--- src/rtl/t03_imm_pkg.sv ---
// -----------------------------------------------------------------------------
// t03_imm_pkg
// Shared definitions for the pipelined immediate generator:
//   imm_fmt_t   - 3-bit format code carried with every buffered result
//   OP_*/...    - RV base opcodes the decoder recognises
//   imm_entry_t - canonical layout of one buffered result at the widest legal
//                 configuration (64-bit immediate, 64-bit tag); consumers that
//                 need a fixed-width record use this, the generator itself
//                 stores its fields at the configured widths
// -----------------------------------------------------------------------------
package t03_imm_pkg;

    typedef enum logic [2:0] {
        FMT_NONE  = 3'd0,
        FMT_I     = 3'd1,
        FMT_S     = 3'd2,
        FMT_B     = 3'd3,
        FMT_U     = 3'd4,
        FMT_J     = 3'd5,
        FMT_SHAMT = 3'd6,
        FMT_ZIMM  = 3'd7
    } imm_fmt_t;

    localparam logic [6:0] OP_IMM = 7'b0010011;
    localparam logic [6:0] LOAD   = 7'b0000011;
    localparam logic [6:0] STORE  = 7'b0100011;
    localparam logic [6:0] BRANCH = 7'b1100011;
    localparam logic [6:0] JAL    = 7'b1101111;
    localparam logic [6:0] JALR   = 7'b1100111;
    localparam logic [6:0] LUI    = 7'b0110111;
    localparam logic [6:0] AUIPC  = 7'b0010111;
    localparam logic [6:0] SYSTEM = 7'b1110011;

    localparam int IMM_MAXW = 64;
    localparam int TAG_MAXW = 64;

    typedef struct packed {
        logic [IMM_MAXW-1:0] imm;
        imm_fmt_t            fmt;
        logic [TAG_MAXW-1:0] tag;
    } imm_entry_t;

endpackage

--- src/rtl/t03_imm_gen_pipe_decode.sv ---
// -----------------------------------------------------------------------------
// t03_imm_decode
// Combinational immediate decoder: instruction word -> XLEN-wide immediate and
// format code.
//   instr : input  [31:0]     RV instruction word
//   imm   : output [XLEN-1:0] extended immediate (0 for FMT_NONE)
//   fmt   : output imm_fmt_t  format code
// -----------------------------------------------------------------------------
module t03_imm_decode
    import t03_imm_pkg::*;
#(
    parameter int XLEN = 32
) (
    input  logic [31:0]     instr,
    output logic [XLEN-1:0] imm,
    output imm_fmt_t        fmt
);

    logic [6:0]      opcode;
    logic [2:0]      funct3;
    logic [XLEN-1:0] shamt;

    assign opcode = instr[6:0];
    assign funct3 = instr[14:12];

    // RV64 shifts carry a 6-bit shift amount; RV32 only 5 (bit 25 belongs to funct7).
    generate
        if (XLEN == 64) begin : g_shamt64
            assign shamt = XLEN'(instr[25:20]);
        end else begin : g_shamt32
            assign shamt = XLEN'(instr[24:20]);
        end
    endgenerate

    // Sized casts of $signed values replicate instr[31] up to XLEN.
    always_comb begin
        imm = '0;
        fmt = FMT_NONE;
        case (opcode)
            OP_IMM: begin
                if (funct3 == 3'b001 || funct3 == 3'b101) begin
                    imm = shamt;
                    fmt = FMT_SHAMT;
                end else begin
                    imm = XLEN'($signed(instr[31:20]));
                    fmt = FMT_I;
                end
            end
            LOAD, JALR: begin
                imm = XLEN'($signed(instr[31:20]));
                fmt = FMT_I;
            end
            STORE: begin
                imm = XLEN'($signed({instr[31:25], instr[11:7]}));
                fmt = FMT_S;
            end
            BRANCH: begin
                imm = XLEN'($signed({instr[31], instr[7], instr[30:25], instr[11:8], 1'b0}));
                fmt = FMT_B;
            end
            JAL: begin
                imm = XLEN'($signed({instr[31], instr[19:12], instr[20], instr[30:21], 1'b0}));
                fmt = FMT_J;
            end
            LUI, AUIPC: begin
                imm = XLEN'($signed({instr[31:12], 12'b0}));
                fmt = FMT_U;
            end
            SYSTEM: begin
                // Only the immediate CSR forms (funct3[2]=1) carry a zimm.
                if (funct3[2]) begin
                    imm = XLEN'(instr[19:15]);
                    fmt = FMT_ZIMM;
                end
            end
            default: begin
                imm = '0;
                fmt = FMT_NONE;
            end
        endcase
    end

endmodule

--- src/rtl/t03_imm_gen_pipe.sv ---
// -----------------------------------------------------------------------------
// t03_imm_gen_pipe
// Registered immediate generator with an in-order output buffer between fetch
// and decode/execute.
//   clk       : input             system clock, rising edge
//   nrst      : input             asynchronous active-low reset
//   flush     : input             synchronous; discards all buffered entries
//   in_valid  : input             instruction present
//   in_ready  : output            buffer can accept (count < DEPTH)
//   in_instr  : input  [31:0]     instruction word
//   in_tag    : input  [TAGW-1:0] sideband tag (normally PC)
//   out_valid : output            head entry valid (count != 0)
//   out_ready : input             consumer takes head entry
//   out_imm   : output [XLEN-1:0] head immediate
//   out_fmt   : output [2:0]      head format code
//   out_tag   : output [TAGW-1:0] head tag
//
// Handshake: a transfer happens on a rising edge where valid && ready on that
// side. in_ready depends only on the stored count, so a full buffer never
// passes an instruction through on a same-cycle pop. Outputs come straight
// from the head register, never from the input.
// -----------------------------------------------------------------------------
module t03_imm_gen_pipe
    import t03_imm_pkg::*;
#(
    parameter int XLEN  = 32,
    parameter int DEPTH = 2,
    parameter int TAGW  = 32
) (
    input  logic            clk,
    input  logic            nrst,
    input  logic            flush,
    input  logic            in_valid,
    output logic            in_ready,
    input  logic [31:0]     in_instr,
    input  logic [TAGW-1:0] in_tag,
    output logic            out_valid,
    input  logic            out_ready,
    output logic [XLEN-1:0] out_imm,
    output logic [2:0]      out_fmt,
    output logic [TAGW-1:0] out_tag
);

    localparam int PW = (DEPTH > 1) ? $clog2(DEPTH) : 1;
    localparam int CW = $clog2(DEPTH + 1);
    localparam logic [PW-1:0] LAST_PTR = PW'(DEPTH - 1);
    localparam logic [CW-1:0] FULL_CNT = CW'(DEPTH);

    logic [XLEN-1:0] imm_q [DEPTH];
    imm_fmt_t        fmt_q [DEPTH];
    logic [TAGW-1:0] tag_q [DEPTH];

    logic [PW-1:0]   wr_ptr;
    logic [PW-1:0]   rd_ptr;
    logic [CW-1:0]   count;

    logic [XLEN-1:0] dec_imm;
    imm_fmt_t        dec_fmt;
    logic            push;
    logic            pop;

    t03_imm_decode #(
        .XLEN(XLEN)
    ) u_decode (
        .instr(in_instr),
        .imm  (dec_imm),
        .fmt  (dec_fmt)
    );

    function automatic logic [PW-1:0] ptr_inc(input logic [PW-1:0] p);
        return (p == LAST_PTR) ? '0 : p + PW'(1);
    endfunction

    assign in_ready  = (count < FULL_CNT);
    assign out_valid = (count != '0);
    assign push      = in_valid && in_ready;
    assign pop       = out_valid && out_ready;

    // Storage is cleared on reset so the head outputs read zero immediately.
    always_ff @(posedge clk or negedge nrst) begin
        if (!nrst) begin
            count  <= '0;
            wr_ptr <= '0;
            rd_ptr <= '0;
            for (int i = 0; i < DEPTH; i++) begin
                imm_q[i] <= '0;
                fmt_q[i] <= FMT_NONE;
                tag_q[i] <= '0;
            end
        end else if (flush) begin
            // Flush wins over any same-cycle push or pop.
            count  <= '0;
            wr_ptr <= '0;
            rd_ptr <= '0;
        end else begin
            if (push) begin
                imm_q[wr_ptr] <= dec_imm;
                fmt_q[wr_ptr] <= dec_fmt;
                tag_q[wr_ptr] <= in_tag;
                wr_ptr        <= ptr_inc(wr_ptr);
            end
            if (pop) begin
                rd_ptr <= ptr_inc(rd_ptr);
            end
            case ({push, pop})
                2'b10:   count <= count + CW'(1);
                2'b01:   count <= count - CW'(1);
                default: count <= count;
            endcase
        end
    end

    assign out_imm = imm_q[rd_ptr];
    assign out_fmt = fmt_q[rd_ptr];
    assign out_tag = tag_q[rd_ptr];

endmodule

--- config.mk ---
export PLATFORM = sky130hd
export DESIGN_NAME = t03_imm_gen_pipe
export DESIGN_NICKNAME = d
export VERILOG_FILES = /design/src/rtl/t03_imm_pkg.sv /design/src/rtl/t03_imm_gen_pipe_decode.sv /design/src/rtl/t03_imm_gen_pipe.sv
export SDC_FILE = /design/constraint.sdc
export NUM_CORES = 1
export LEC_CHECK = 0
export ABC_CLOCK_PERIOD_IN_PS = 2300
export CAP_MARGIN = 0
export CORE_MARGIN = 10
export CORE_UTILIZATION = 25
export CTS_CLUSTER_SIZE = 25
export DETAILED_ROUTE_END_ITERATION = 10
export SLEW_MARGIN = 5
export SYNTH_ARGS = -nofsm -noshare
export SYNTH_HDL_FRONTEND = slang
export SYNTH_SLANG_ARGS = --single-unit
--- constraint.sdc ---
create_clock -name clk -period 2.3 [get_ports clk]
set_input_delay 0.46 -clock clk [delete_from_list [all_inputs] [get_ports clk]]
set_output_delay 0.46 -clock clk [all_outputs]
set_load 0.03 [all_outputs]
==> results.yml <==
synthesis:
  synthArstFlopShare: 1.000
  synth_edf_count: 0
  syn_inst: 663
  synth_area_sq_mm: 0.006489
  synth_fp_nets: 732
  synth.avg_cell_area_sq_um: 9.787
  synth.area.top_cells: "dfrtp_1, nand2_1, mux2_2"
  synth_area_leader_cell: "dfrtp_1"
  ys_ff_latch: 138
  ys_warn_count: 0
  synth_flop_cell: "dfrtp_1"
  ys_types: 48
  synth_top_area_frac: 0.5322
  ys_seq_area_frac: 0.5322
power:
  seq_power_share: 0.389
  totalPowerFinal_mw: 7.974
  vdd_drop_max_mv: 0.3848
  switchingPower_mw: 2.460
  p_per_area_mw_per_mm2: 880.8
  clkPwrFrac: 0.359
  sw_frac_of_total: 0.3085
  combPwrFrac: 0.252
  internal_power_mw: 5.514
  p_leak_nw: 4.246
route:
  drc: 0
  vias_per_cell: 4.568
  drtIter0Drc: 303
  wl_per_cell_microns: 17.58
  drtAntennaViolNets: 0
  wirelength_mm: 20.55
  firstDrtPassIters: 5
  vias: 5340
clock_tree:
  cts.htree.levels: 4
  clk-insertion-delay-late_ns: 0.42
  cts_tree: "built"
  root_buffer: "clkbuf_16"
  cts_hold_buffers: 0
  clk_pin_slew_ns: 0.06
  clock-sinks: 138
  cts_made_buffers: 17
  clock_path_buffers: 2
placement:
  preCtsSetupSlack_ns: -0.1237
  dpl-instance-area_sq_mm: 0.008502
  port_buffers: 137
  placed_cells_incl_taps: 1134
  routabilityCongestion: 0.8749
  dpl.hpwl_mm: 14.18
finish:
  area_growth_pct: 39.51
  drive_gt1_frac: 0.2753
  fin_area_sq_mm: 0.009052
  nNetsFinal: 895
  post-route-util: 0.3574
  diodes: 0
  final_cells: 1169
timing:
  setup_viol: 0
  hold_viol: 4
  fin_ws_ns: 0.07690
  setup_tns_ns: 0
  min_period_ns: 2.223
  fmax_mhz: 449.8
  slew_headroom: 0.6333
  worst_pin_slew_ns: 0.5500
  post-route-period-util: 0.9666
  skew_ns: 0.006491
  rsz0062_at_grt: "false"
  slew_violations: 0
  hold_ws_ns: -0.01454
grt:
  antenna_found_initial: 0
  grt_use_total: 0.1253
  grt_pass1_vias: 5616
  grt_pass1_wl_mm: 32.94
  grt_max_degree: 57
  globalRouteOverflowTotal: 0
critical_path:
  critical_path_class: "flop to primary output"
  cp.required_ns: 1.84
  crit_arrival_ns: 1.76
  critPathTopFamily: "buffers and inverters"
  critPathMaxStageDelay_ns: 0.44
  critPathSlowestCell: "dfrtp_4"
  cpMostUsedCell: "buf_4"
  cp-start-kind: "flop"
  critPathMaxFanout: 10
  cp.buffers_inverters: 3
  cp-end-kind: "primary output"
  cp_cell_sequence: "buf_4 -> buf_6 -> mux2_2 -> buf_4"
flow_run:
  cap_viol_max_count: 0
die:
  placeableCoreArea_sq_mm: 0.02533
  start_util: 0.2562
  die-area_sq_mm: 0.03280
  chipHeight_microns: 181.1
  fp-row-count: 58
  ios: 138
  die_x_microns: 181.1
run_status:
  violations: "hold timing"
  status: "finished, violations left"
hold_path:
  min_path_type: "input port to async pin"
==> power by group through the flow <==
stage,sequential [mW],clock (mW),combinational [mW]
final,3.10,2.86,2.01
after global routing,3.16,3.05,2.21
after CTS,3.10,2.95,2.13
after detailed placement,3.14,0,2.11
after global placement,3.12,0,2.09
after floorplan,3.07,0,1.27
==> sequential cells by signal (all words and copies together) (netlist names) <==
| name | cells |
|---|---|
| rd_ptr | 1 |
| fmt_q | 6 |
| count | 2 |
| imm_q | 64 |
| tag_q | 64 |
| wr_ptr | 1 |
==> cell usage after synthesis, types with 2 or more instances <==
cell type  count
nand3b_1       2
nor3_1         2
clkbuf_1      30
or3b_2         3
inv_1          6
a21oi_1        9
nor3_2         2
or3_1          2
mux2_2        67
nand2_1      224
nor2b_1        6
a21oi_2        2
buf_2          3
o21ai_0       18
nor3b_1        2
buf_6          3
nand3_1        4
a211oi_1       7
nor2_1        32
or2_2          2
a221o_1       18
a221oi_1       2
nand2b_1       7
xnor2_1        2
a31oi_1       23
nand4_1        5
buf_1         10
a21boi_2       2
dfrtp_1      138
a22o_1        12
==> routing by layer <==
metal | GRT usage | vias up | share of wire
met1 | 0.1684 | 2570 | 0.48
met3 | 0.04156 | 12 | 0.064
met2 | 0.1870 | 158 | 0.45
met5 | 0 | - | 0
met4 | 0.03547 | 0 | 0.0074
li1 | - | 2600 | -
==> kinds of logic after synthesis <==
kind of cell / count (synthesis) / synth area share
flip-flops: 138 / 0.5322
XOR/XNOR: 3 / 0.004050
AND/OR/NAND/NOR: 299 / 0.1946
multiplexers: 67 / 0.1163
AO/OA/AOI/OAI: 104 / 0.1188
buffers and inverters: 52 / 0.03413
==> layout by cell type (no fill, tap or decap), types with 8 or more instances in the layout <==
cell	synthesis	layout
buf_6	3	10
buf_4	0	59
clkbuf_16	0	18
dfrtp_1	138	137
buf_2	3	36
buf_12	0	8
clkdlybuf4s50_1	0	68
a22o_1	12	12
nand2_1	224	224
mux2_2	67	66
nor2_1	32	32
o21ai_0	18	18
a31oi_1	23	23
a221o_1	18	18
a21oi_1	9	9
==> cell type report <==
| cell class | count | area [sq um] |
|---|---|---|
| flip-flops and latches | 138 | 3457 |
| well taps | 330 | 412.9 |
| fillers | 2550 | 16270 |
| inverters | 6 | 22.52 |
| multi-input cells | 473 | 2830 |
| repair buffers | 190 | 1713 |
| clock buffers | 23 | 478.0 |
| clock inverters | 9 | 138.9 |
==> worst reg2reg max path: stages (launching register included) <==
cell and delay (ns):
dfrtp_1 0.43, nand2b_1 0.17, or3_2 0.56, buf_4 0.36, nand2_1 0.14, o21ai_0 0.09
==> path summary, 6_finish.rpt <==
kind / start / end / slack (ns) / depth (start not counted)
hold / removal: nrst / imm_q[31]$_DFFE_PN0P_ / -0.01 / 1
hold reg to reg: tag_q[56]$_DFFE_PN0P_ / tag_q[56]$_DFFE_PN0P_ / 0.47 / 2
min in group clk: tag_q[56]$_DFFE_PN0P_ / tag_q[56]$_DFFE_PN0P_ / 0.47 / 2
setup reg to reg: count[1]$_DFFE_PN0P_ / fmt_q[4]$_DFFE_PN0P_ / 0.41 / 5
setup / recovery: rd_ptr$_DFFE_PN0P_ / out_imm[11] / 0.08 / 4
max in group asynchronous: nrst / imm_q[53]$_DFFE_PN0P_ / 1.61 / 2
==> repair_timing <==
item	in CTS	in global routing
setup endpoints to repair	57	50
gates resized for setup	129	71
gates cloned	1	1
setup buffers	2	0
No activity file was read; power rests on OpenSTA's default activity.
